File: src/rtl/ks60_seq.sv
// ks60_seq: sequential 60x60 carry-less (GF(2)[x]) polynomial multiplier.
//
// One shared combinational 30x30 Karatsuba core (ks30) is time-multiplexed over a
// three-step schedule: low halves (LO), high halves (HI), XOR of halves (MID).
// The three partial products are folded into the exact 119-bit product in MID,
// which is presented in DONE until the downstream handshake completes.
//
// Ports:
//   clk       in   rising-edge clock
//   rst_n     in   asynchronous active-low reset
//   in_valid  in   operand pair valid
//   in_ready  out  block can accept operands
//   a, b      in   60-bit operand polynomials, bit i = coefficient of x^i
//   out_valid out  product valid
//   out_ready in   downstream accepts product
//   d         out  119-bit carry-less product a*b
//   busy      out  high in any state other than IDLE
//   op_count  out  products handed off, wraps modulo 2^CNT_W
module ks60_seq #(
  parameter int unsigned BACK2BACK = 1,
  parameter int unsigned CNT_W     = 16
) (
  input  logic             clk,
  input  logic             rst_n,
  input  logic             in_valid,
  output logic             in_ready,
  input  logic [59:0]      a,
  input  logic [59:0]      b,
  output logic             out_valid,
  input  logic             out_ready,
  output logic [118:0]     d,
  output logic             busy,
  output logic [CNT_W-1:0] op_count
);

  typedef enum logic [2:0] {StIdle, StLo, StHi, StMid, StDone} state_e;

  state_e             state_q, state_d;
  logic [59:0]        a_q, a_d, b_q, b_d;
  logic [58:0]        m_lo_q, m_lo_d, m_hi_q, m_hi_d;
  logic [118:0]       d_q, d_d;
  logic [CNT_W-1:0]   cnt_q, cnt_d;
  // Holds in_ready low for the first cycle after reset release.
  logic               rdy_q;

  logic               accept, handoff;
  logic [29:0]        core_a, core_b;
  logic [58:0]        core_p;
  logic [58:0]        mid;
  logic [118:0]       prod;

  // 15x15 schoolbook carry-less multiply, the leaf of the Karatsuba core.
  function automatic logic [28:0] clmul15(input logic [14:0] x, input logic [14:0] y);
    logic [28:0] r;
    r = '0;
    for (int i = 0; i < 15; i++) begin
      if (y[i]) r = r ^ ({14'b0, x} << i);
    end
    return r;
  endfunction

  // ks30: one-level Karatsuba over 15-bit halves.
  always_comb begin : ks30
    logic [28:0] p_lo, p_hi, p_md;
    p_lo   = clmul15(core_a[14:0], core_b[14:0]);
    p_hi   = clmul15(core_a[29:15], core_b[29:15]);
    p_md   = clmul15(core_a[29:15] ^ core_a[14:0], core_b[29:15] ^ core_b[14:0]) ^ p_lo ^ p_hi;
    core_p = {30'b0, p_lo} ^ ({30'b0, p_md} << 15) ^ ({30'b0, p_hi} << 30);
  end

  // Core input mux; idle states drive zeros so the core does not toggle.
  always_comb begin
    core_a = '0;
    core_b = '0;
    unique case (state_q)
      StLo: begin
        core_a = a_q[29:0];
        core_b = b_q[29:0];
      end
      StHi: begin
        core_a = a_q[59:30];
        core_b = b_q[59:30];
      end
      StMid: begin
        core_a = a_q[59:30] ^ a_q[29:0];
        core_b = b_q[59:30] ^ b_q[29:0];
      end
      default: ;
    endcase
  end

  assign accept  = in_valid & in_ready;
  assign handoff = out_valid & out_ready;

  // State register.
  always_ff @(posedge clk or negedge rst_n) begin
    if (!rst_n) begin
      state_q <= StIdle;
    end else begin
      state_q <= state_d;
    end
  end

  // Next-state logic.
  always_comb begin
    state_d = state_q;
    unique case (state_q)
      StIdle: if (accept) state_d = StLo;
      StLo:   state_d = StHi;
      StHi:   state_d = StMid;
      StMid:  state_d = StDone;
      StDone: begin
        // accept is only possible here when back-to-back operation is enabled.
        if (handoff) state_d = accept ? StLo : StIdle;
      end
      default: state_d = StIdle;
    endcase
  end

  // Output logic.
  always_comb begin
    in_ready  = 1'b0;
    out_valid = 1'b0;
    busy      = (state_q != StIdle);
    unique case (state_q)
      StIdle: in_ready = rdy_q;
      StDone: begin
        out_valid = 1'b1;
        in_ready  = (BACK2BACK != 32'd0) && out_ready;
      end
      default: ;
    endcase
  end

  // Karatsuba recombination: mid = (aL^aH)(bL^bH) ^ lo ^ hi.
  assign mid  = core_p ^ m_lo_q ^ m_hi_q;
  assign prod = {60'b0, m_lo_q} ^ ({60'b0, mid} << 30) ^ ({60'b0, m_hi_q} << 60);

  // Datapath next-state.
  always_comb begin
    a_d    = a_q;
    b_d    = b_q;
    m_lo_d = m_lo_q;
    m_hi_d = m_hi_q;
    d_d    = d_q;
    cnt_d  = cnt_q;
    if (accept) begin
      a_d = a;
      b_d = b;
    end
    if (state_q == StLo) m_lo_d = core_p;
    if (state_q == StHi) m_hi_d = core_p;
    if (state_q == StMid) begin
      d_d = prod;
    end else if (handoff) begin
      // Product is cleared as out_valid falls.
      d_d   = '0;
    end
    if (handoff) cnt_d = cnt_q + {{(CNT_W-1){1'b0}}, 1'b1};
  end

  always_ff @(posedge clk or negedge rst_n) begin
    if (!rst_n) begin
      a_q    <= '0;
      b_q    <= '0;
      m_lo_q <= '0;
      m_hi_q <= '0;
      d_q    <= '0;
      cnt_q  <= '0;
      rdy_q  <= 1'b0;
    end else begin
      a_q    <= a_d;
      b_q    <= b_d;
      m_lo_q <= m_lo_d;
      m_hi_q <= m_hi_d;
      d_q    <= d_d;
      cnt_q  <= cnt_d;
      rdy_q  <= 1'b1;
    end
  end

  assign d        = d_q;
  assign op_count = cnt_q;

endmodule

File: config.mk
export PLATFORM = sky130hd
export DESIGN_NAME = ks60_seq
export DESIGN_NICKNAME = d
export VERILOG_FILES = /design/src/rtl/ks60_seq.sv
export SDC_FILE = /design/constraint.sdc
export NUM_CORES = 1
export LEC_CHECK = 0
export ABC_AREA = 1
export CAP_MARGIN = 20
export CORE_MARGIN = 8
export CORE_UTILIZATION = 25
export CTS_BUF_LIST = sky130_fd_sc_hd__clkbuf_8
export CTS_CLUSTER_SIZE = 40
export DETAILED_ROUTE_END_ITERATION = 7
export DONT_BUFFER_PORTS = 1
export GPL_ROUTABILITY_DRIVEN = 1
export PLACE_DENSITY = 0.47
export SLEW_MARGIN = 30
export SYNTH_ARGS = -nofsm -noshare
export SYNTH_HDL_FRONTEND = slang
export SYNTH_SLANG_ARGS = --single-unit
File: constraint.sdc
create_clock -name clk -period 4.3 [get_ports clk]
set_clock_uncertainty 0.15 [all_clocks]
set_input_delay 0.43 -clock clk [delete_from_list [all_inputs] [get_ports clk]]
set_output_delay 0.43 -clock clk [all_outputs]
set_load 0.02 [all_outputs]
=== After elaboration in Yosys (flattened, before gate mapping) ===
Cells that the tools add are included.

* Register bits after elaboration: 377
* Bits of input ports: 124
* Logic and storage cells: 130

* Add/sub/neg operators: 1
* Equal/unequal tests: 6
* Muxes and demuxes: 55
* Bitwise gates (word level): 56
* Reduce and logical (&&, ||, !) cells: 4

{| class="wikitable"
|+ Operators with widths
! operator !! count
|-
| 29-bit 2-to-1 mux || 42
|-
| 119-bit 2-to-1 mux || 2
|-
| 30-bit case mux with 3 select lines || 2
|-
| 29-bit bitwise XOR || 5
|-
| 89-bit by 119-bit bitwise XOR with 119-bit output || 1
|-
| 59-bit bitwise XOR || 2
|-
| 59-bit by 89-bit bitwise XOR with 89-bit output || 1
|-
| 29-bit by 17-bit bitwise XOR with 29-bit output || 3
|-
| 29-bit by 18-bit bitwise XOR with 29-bit output || 3
|-
| 29-bit by 19-bit bitwise XOR with 29-bit output || 3
|-
| 29-bit by 20-bit bitwise XOR with 29-bit output || 3
|-
| 29-bit by 21-bit bitwise XOR with 29-bit output || 3
|-
| 29-bit by 22-bit bitwise XOR with 29-bit output || 3
|-
| 29-bit by 23-bit bitwise XOR with 29-bit output || 3
|-
| 29-bit by 24-bit bitwise XOR with 29-bit output || 3
|-
| 29-bit by 25-bit bitwise XOR with 29-bit output || 3
|-
| 29-bit by 26-bit bitwise XOR with 29-bit output || 3
|-
| 29-bit by 27-bit bitwise XOR with 29-bit output || 3
|-
| 29-bit by 28-bit bitwise XOR with 29-bit output || 3
|-
| 30-bit bitwise XOR || 2
|-
| 44-bit by 59-bit bitwise XOR with 59-bit output || 1
|-
| 15-bit by 16-bit bitwise XOR with 16-bit output || 3
|-
| 15-bit 2-to-1 mux || 3
|-
| 29-bit by 44-bit bitwise XOR with 44-bit output || 1
|-
| other kinds (15) || 21
|}

=== Depth between registers and ports, before layout ===
* Depth in word-level cells: 41
* Mapped depth: 30
* Gate-level depth less buffers: 27

=== Worst setup path before layout ===
No wires, ideal clock.

* Path type: flip-flop to flip-flop
* Start: register state_q[1]
* End: register a_q[43]
* Library setup time: 0.083 ns
* Arrival time: 3.246 ns
* Data required time: 4.067 ns
* Setup slack: 0.821 ns
* Stages on the path, launching flop included: 14
* Path buffers: 6
* Period minus slack after synthesis: 3.479 ns
* Cell sequence: dfrtp_1 buf_4 buf_2 buf_1 nor3_1 nand2_1 nand2_1 nand2_1 inv_1 clkbuf_1 clkbuf_1 clkbuf_1 nand2_1 o21ai_0

* Longest elaborated chain between the ends: 3

{| class="wikitable"
|+ RTL lines
! item !! RTL line !! source
|-
| start, declared || 38 || <nowiki>state_e state_q, state_d;</nowiki>
|-
| start signal, assigned || 98 || <nowiki>state_q <= StIdle;</nowiki>
|-
| start signal, assigned || 100 || <nowiki>state_q <= state_d;</nowiki>
|-
| 3-bit equality test or 3-bit zero test (tied branches) || 125 || <nowiki>unique case (state_q)</nowiki>
|-
| 1-bit case mux with 2 select lines * || 125 ||
|-
| named net in_ready || 26 || <nowiki>output logic in_ready,</nowiki>
|-
| 1-bit bitwise AND * || 92 || <nowiki>assign accept = in_valid & in_ready;</nowiki>
|-
| end signal, assigned || 164 || <nowiki>a_q <= '0;</nowiki>
|-
| end signal, assigned || 172 || <nowiki>a_q <= a_d;</nowiki>
|-
| end, declared || 39 || <nowiki>logic [59:0] a_q, a_d, b_q, b_d;</nowiki>
|}

The timed path passes the listed nets; every way through them passes the cells marked *.
A chain may end at the register's enable or synchronous reset.

=== Final worst setup path ===
* Start: register state_q[0]
* End: register d_q[63], in the netlist d[63]

* Longest elaborated chain between the ends: 37

{| class="wikitable"
|+ RTL lines
! item !! RTL line !! source
|-
| 3-bit by 2-bit equality test with 1-bit output (tied with other cells) || 75, 153 ||
|-
| 30-bit case mux with 3 select lines || 75 || <nowiki>unique case (state_q)</nowiki>
|-
| 15-bit bitwise XOR or 15-bit 2-to-1 mux (tied branches) || 67, 57 ||
|-
| 29-bit 2-to-1 mux or 15-bit by 16-bit bitwise XOR with 16-bit output (tied branches) || 57 || <nowiki>if (y[i]) r = r ^ ({14'b0, x} << i);</nowiki>
|-
| 29-bit by 18-bit bitwise XOR with 29-bit output or 29-bit 2-to-1 mux (tied branches) || 57 ||
|-
| 29-bit 2-to-1 mux or 29-bit by 17-bit bitwise XOR with 29-bit output (tied branches) || 57 ||
|-
| 29-bit by 19-bit bitwise XOR with 29-bit output or 29-bit 2-to-1 mux (tied branches) || 57 ||
|-
| 29-bit 2-to-1 mux or 29-bit by 18-bit bitwise XOR with 29-bit output (tied branches) || 57 ||
|-
| [20 not listed] || - ||
|-
| 29-bit bitwise XOR or 29-bit 2-to-1 mux (tied branches) || 67, 57 ||
|-
| 29-bit bitwise XOR, on equally long branches || 67, 57 ||
|-
| 29-bit by 44-bit bitwise XOR with 44-bit output or 29-bit 2-to-1 mux (tied branches) || 68, 57 ||
|-
| 44-bit by 59-bit bitwise XOR with 59-bit output || 68 || <nowiki>core_p = {30'b0, p_lo} ^ ({30'b0, p_md} << 15) ^ ({30'b0, p_hi} << 30);</nowiki>
|-
| 59-bit bitwise XOR (2 in a row) || 136 || <nowiki>assign mid = core_p ^ m_lo_q ^ m_hi_q;</nowiki>
|-
| 59-bit by 89-bit bitwise XOR with 89-bit output || 137 || <nowiki>assign prod = {60'b0, m_lo_q} ^ ({60'b0, mid} << 30) ^ ({60'b0, m_hi_q} << 60);</nowiki>
|-
| 89-bit by 119-bit bitwise XOR with 119-bit output || 137 ||
|-
| 119-bit 2-to-1 mux || 153 || <nowiki>if (state_q == StMid) begin</nowiki>
|-
| end signal, assigned || 168 || <nowiki>d_q <= '0;</nowiki>
|-
| end signal, assigned || 176 || <nowiki>d_q <= d_d;</nowiki>
|-
| end, declared || 41 || <nowiki>logic [118:0] d_q, d_d;</nowiki>
|}

Several ways; a longest one is shown, not always the timed one.

==> impl_results.md <==
- Number of nets in the synthesized netlist: around 4200
- Remaining global-route overflow: 0
- Sequential cell area fraction in the yosys report: 33.1%
- Achievable Freq: between 0.2 and 0.25 GHz
- Final Wtd Congestion: 0.920
- Hold crit path type: primary input to asynchronous set/reset pin
- Die span in y: 354 um
- Detailed router's first-iteration violation count: 2143
- Standard-cell rows: 124
- Tcrit/Tclk final: 93.9%
- Drt pass-1 iters: 6
- Endpoint arrival time on the critical path: 4.52 ns
- Status: finished with violations
- Largest net degree at the start of global routing: approximately 380
- FF/Latch Area: 0.00944 mm2
- Drt wl/cell: 19.5 um
- Number of nets at the end of the flow: between 4000 and 5000
- Total half-perimeter wirelength after legalization and detailed placement: 85000 um
- TritonCTS Sinks: 377
- Type of element launching the critical path: flip-flop
- Via count of the first global-routing pass: ~25000
- Count of endpoints failing setup in the final report: 0
- Die Width: around 350 um
- Final sum of negative setup slack: 0 ns
- Synthesized area per cell: 7.04 um2
- H-tree depth: 3
- Post-Syn Area: approximately 0.029 mm2
- Synth Register Bits: ~380
- Clock insertion delay at the later pin of the skew report: around 0.71 ns
- Number of CTS-inserted buffers: 74
- Die area: 0.125 mm2
- CTS clk-pin slew, worst paths: 0.06 ns
- Multi-input gate area: about 0.017 mm2
- Global-route wire length before repair: 167000 um
- Setup repair after global routing missed its margin: true
- CP Data Required Time: 4.79 ns
- Number of hold-repair buffers added at the cts stage: between 100 and 150
- GRT Total Usage: 17.5%
- Critical path start-end classification: flip-flop to flip-flop
- Worst hold margin: -0.692 ns
- TritonCTS clock tree: yes
- Cell chosen for the clock root: sky130_fd_sc_hd__clkbuf_8
- PortBufs: 0
- Total detailed-routing wirelength: approximately 110000 um
- Count of maximum capacitance violations: 0
- Tmin final: 4.04 ns
- Area growth, synth to finish: 18.6%
- Count of mapped cells out of synthesis: 4047
- Count of nets left with antenna violations after detail routing: 0
- Initial core utilization: 25.1%
- Share of layout cells above drive strength 1: 9.93%
- Relative slew slack: between 10 and 15%
- Number of buffers inserted by post-CTS setup repair: 0
- Number of warning messages in the yosys log: 0
- IO Count: 262
- Total number of vias: 25900
- Measured slew at the worst slew-check pin: roughly 1.3 ns
- Crit path max fanout: 28
- Initial antenna violation count: 8
- Endpoints failing hold: 377
- Number of pins with negative max-slew slack in the final report: 0
- Average vias per placed instance: 4.44
- Number of filler instances in the final layout: around 12000
- Register-to-register path setup slack: 0.26 ns
- Violations in the final reports: hold timing
- Total DRC errors in the routed layout: 0
- Max Root-Sink Buffers: 3
- CP Capture Type: flip-flop
- Core area: 0.114 mm2
- Unique masters post-synth: 42
[layout make-up]
type                       instances  share of cell area, %
antenna                            7                 0.0518
clock buffer                      91                   3.70
clock inverter                    38                  0.758
inverter                         329                   3.70
multi-input combinational       3158                   49.9
sequential                       377                   27.9
tap                             1512                   5.59
timing repair buffer             316                   8.40
[layer usage]
metal / part of all wire, % / GRT usage [%]
met1: 46 / 24.1
met2: 43 / 26.6
met3: 6.5 / 3.93
met4: 4.1 / 6.83
met5: 0.0070 / 0
[critical path, cell delays in order, from the launching register on]
cell and delay, ns:
sky130_fd_sc_hd__dfrtp_1 0.45, sky130_fd_sc_hd__inv_1 0.13, sky130_fd_sc_hd__nand2_2 0.13, sky130_fd_sc_hd__nor2_8 0.06, sky130_fd_sc_hd__buf_12 0.18, sky130_fd_sc_hd__nand2_1 0.09
sky130_fd_sc_hd__nand2_1 0.05, sky130_fd_sc_hd__nor2_1 0.51, sky130_fd_sc_hd__nand2_1 0.10, sky130_fd_sc_hd__nand2_1 0.40, sky130_fd_sc_hd__nand2_1 0.13, sky130_fd_sc_hd__xnor2_1 0.28
sky130_fd_sc_hd__xor2_1 0.37, sky130_fd_sc_hd__xor2_1 0.22, sky130_fd_sc_hd__nand3b_1 0.15, sky130_fd_sc_hd__nand2_1 0.06, sky130_fd_sc_hd__nand2_1 0.07, sky130_fd_sc_hd__nand2_1 0.07
sky130_fd_sc_hd__nand2_1 0.06, sky130_fd_sc_hd__nand3_1 0.17, sky130_fd_sc_hd__nand2_1 0.13
[cells in the final DEF (no fill, tap or decap), types with 3 or more instances in the layout]
| cell | instances |
|---|---|
| sky130_fd_sc_hd__clkbuf_8 | 91 |
| sky130_fd_sc_hd__o21ai_0 | 267 |
| sky130_fd_sc_hd__clkinv_2 | 10 |
| sky130_fd_sc_hd__buf_4 | 181 |
| sky130_fd_sc_hd__a22o_1 | 7 |
| sky130_fd_sc_hd__nand2_1 | 1683 |
| sky130_fd_sc_hd__dfrtp_1 | 375 |
| sky130_fd_sc_hd__o21ai_1 | 10 |
| sky130_fd_sc_hd__diode_2 | 7 |
| sky130_fd_sc_hd__a32o_1 | 20 |
| sky130_fd_sc_hd__nor3_1 | 3 |
| sky130_fd_sc_hd__nand2_2 | 7 |
| sky130_fd_sc_hd__nand3b_1 | 18 |
| sky130_fd_sc_hd__inv_1 | 337 |
| sky130_fd_sc_hd__or2_2 | 31 |
| sky130_fd_sc_hd__clkinvlp_4 | 5 |
| sky130_fd_sc_hd__dlygate4sd3_1 | 121 |
| sky130_fd_sc_hd__a21oi_1 | 8 |
| sky130_fd_sc_hd__nand3_1 | 205 |
| sky130_fd_sc_hd__or2_1 | 7 |
| sky130_fd_sc_hd__buf_12 | 13 |
| sky130_fd_sc_hd__a31oi_1 | 8 |
| sky130_fd_sc_hd__inv_6 | 3 |
| sky130_fd_sc_hd__nor2_2 | 4 |
| sky130_fd_sc_hd__nand3_2 | 44 |
| sky130_fd_sc_hd__nor2_4 | 3 |
| sky130_fd_sc_hd__inv_2 | 5 |
| sky130_fd_sc_hd__nor2_1 | 126 |
| sky130_fd_sc_hd__nand3_4 | 7 |
| sky130_fd_sc_hd__xor2_1 | 347 |
| sky130_fd_sc_hd__xor2_2 | 3 |
| sky130_fd_sc_hd__nand4_1 | 3 |
| sky130_fd_sc_hd__xnor2_2 | 7 |
| sky130_fd_sc_hd__xnor2_1 | 327 |
| sky130_fd_sc_hd__xnor3_1 | 3 |
[metrics by stage]
stage | worst slack (ns) | cells | util, % | instance area, um2 | hold slack [ns]
floorplan | 0.821 | 4047 | - | 28500 | -0.0156
global placement | 0.242 | 5571 | 27.3 | 31000 | 0.0190
detailed placement | 0.201 | 5571 | 27.3 | 31000 | 0.0186
CTS | 0.188 | 5821 | 29.7 | 33700 | -0.764
global route | -0.00384 | 5827 | 29.7 | 33800 | -0.740
finish | 0.264 | 5828 | 29.7 | 33800 | -0.692
[kinds of logic after synthesis]
kind of cell / synth area share, %
and+or+nand+nor: 31.2
xor gates and xnor gates: 21.6
buffers and inverters: 7.88
DFF: 33.1
AOI/OAI and AO/OA: 6.17
adders and majority gates: 0.0439
other: 0.0132
muxes: 0.0395
[state kept, by name, indices dropped and copies added, names as in the netlist]
name,count
d,119
a_q,60
b_q,60
m_hi_q,59
m_lo_q,59
op_count,16
state_q,3
rdy_q,1
[cell usage after synthesis]
cell type	n	share of area [%]
sky130_fd_sc_hd__buf_4	25	0.66
sky130_fd_sc_hd__nand2b_1	1	0.022
sky130_fd_sc_hd__nand3_4	2	0.12
sky130_fd_sc_hd__buf_1	6	0.079
sky130_fd_sc_hd__nand2_2	7	0.15
sky130_fd_sc_hd__mux2_2	1	0.040
sky130_fd_sc_hd__or2_1	7	0.15
sky130_fd_sc_hd__nand3b_1	18	0.47
sky130_fd_sc_hd__nand4_1	3	0.066
sky130_fd_sc_hd__nor2_2	3	0.066
sky130_fd_sc_hd__nor3_1	3	0.053
sky130_fd_sc_hd__o21ai_0	267	4.7
sky130_fd_sc_hd__conb_1	1	0.013
sky130_fd_sc_hd__xnor3_1	3	0.24
sky130_fd_sc_hd__a22o_1	7	0.22
sky130_fd_sc_hd__or2_2	31	0.68
sky130_fd_sc_hd__nor2_8	1	0.070
sky130_fd_sc_hd__inv_2	3	0.040
sky130_fd_sc_hd__xor2_2	3	0.17
sky130_fd_sc_hd__xor2_4	1	0.097
sky130_fd_sc_hd__dfrtp_1	377	33
sky130_fd_sc_hd__clkinv_1	1	0.013
sky130_fd_sc_hd__buf_2	59	1.0
sky130_fd_sc_hd__ha_1	1	0.044
sky130_fd_sc_hd__xnor2_1	328	10
sky130_fd_sc_hd__clkbuf_1	72	0.95
sky130_fd_sc_hd__a21oi_1	8	0.14
sky130_fd_sc_hd__o22ai_1	2	0.044
sky130_fd_sc_hd__buf_6	21	0.83
sky130_fd_sc_hd__nor2_4	3	0.12
sky130_fd_sc_hd__xor2_1	347	11
sky130_fd_sc_hd__inv_1	325	4.3
sky130_fd_sc_hd__a32o_1	20	0.70
sky130_fd_sc_hd__nand2_1	1683	22
sky130_fd_sc_hd__nor2_1	127	1.7
sky130_fd_sc_hd__o21ai_1	10	0.18
sky130_fd_sc_hd__a31oi_1	8	0.18
sky130_fd_sc_hd__nand3_2	49	1.7
sky130_fd_sc_hd__xnor2_2	6	0.34
sky130_fd_sc_hd__and3_1	1	0.022
sky130_fd_sc_hd__nand3_1	205	3.6
sky130_fd_sc_hd__a21oi_2	1	0.031
[what timing repair did]
item	4_1_cts	5_1_grt
resized for setup	0	12
endpoints found under the setup margin	0	30
hold endpoints to repair	501	377
[path summary, 6_finish.rpt]
path,startpoint,endpoint,cells past startpoint
worst max-delay path,state_q[0],d[63],20
worst min-delay path,rst_n,b_q[56],0
worst max register to register,state_q[0],d[63],20
worst min register to register,m_lo_q[9],m_lo_q[9],2
max in group asynchronous,rst_n,m_lo_q[4],0
min in group clk,b[42],b_q[42],3
Power is left out: the tool's default activity adds up to more than one toggle a clock period on the data nets, which glitch-free logic cannot reach.
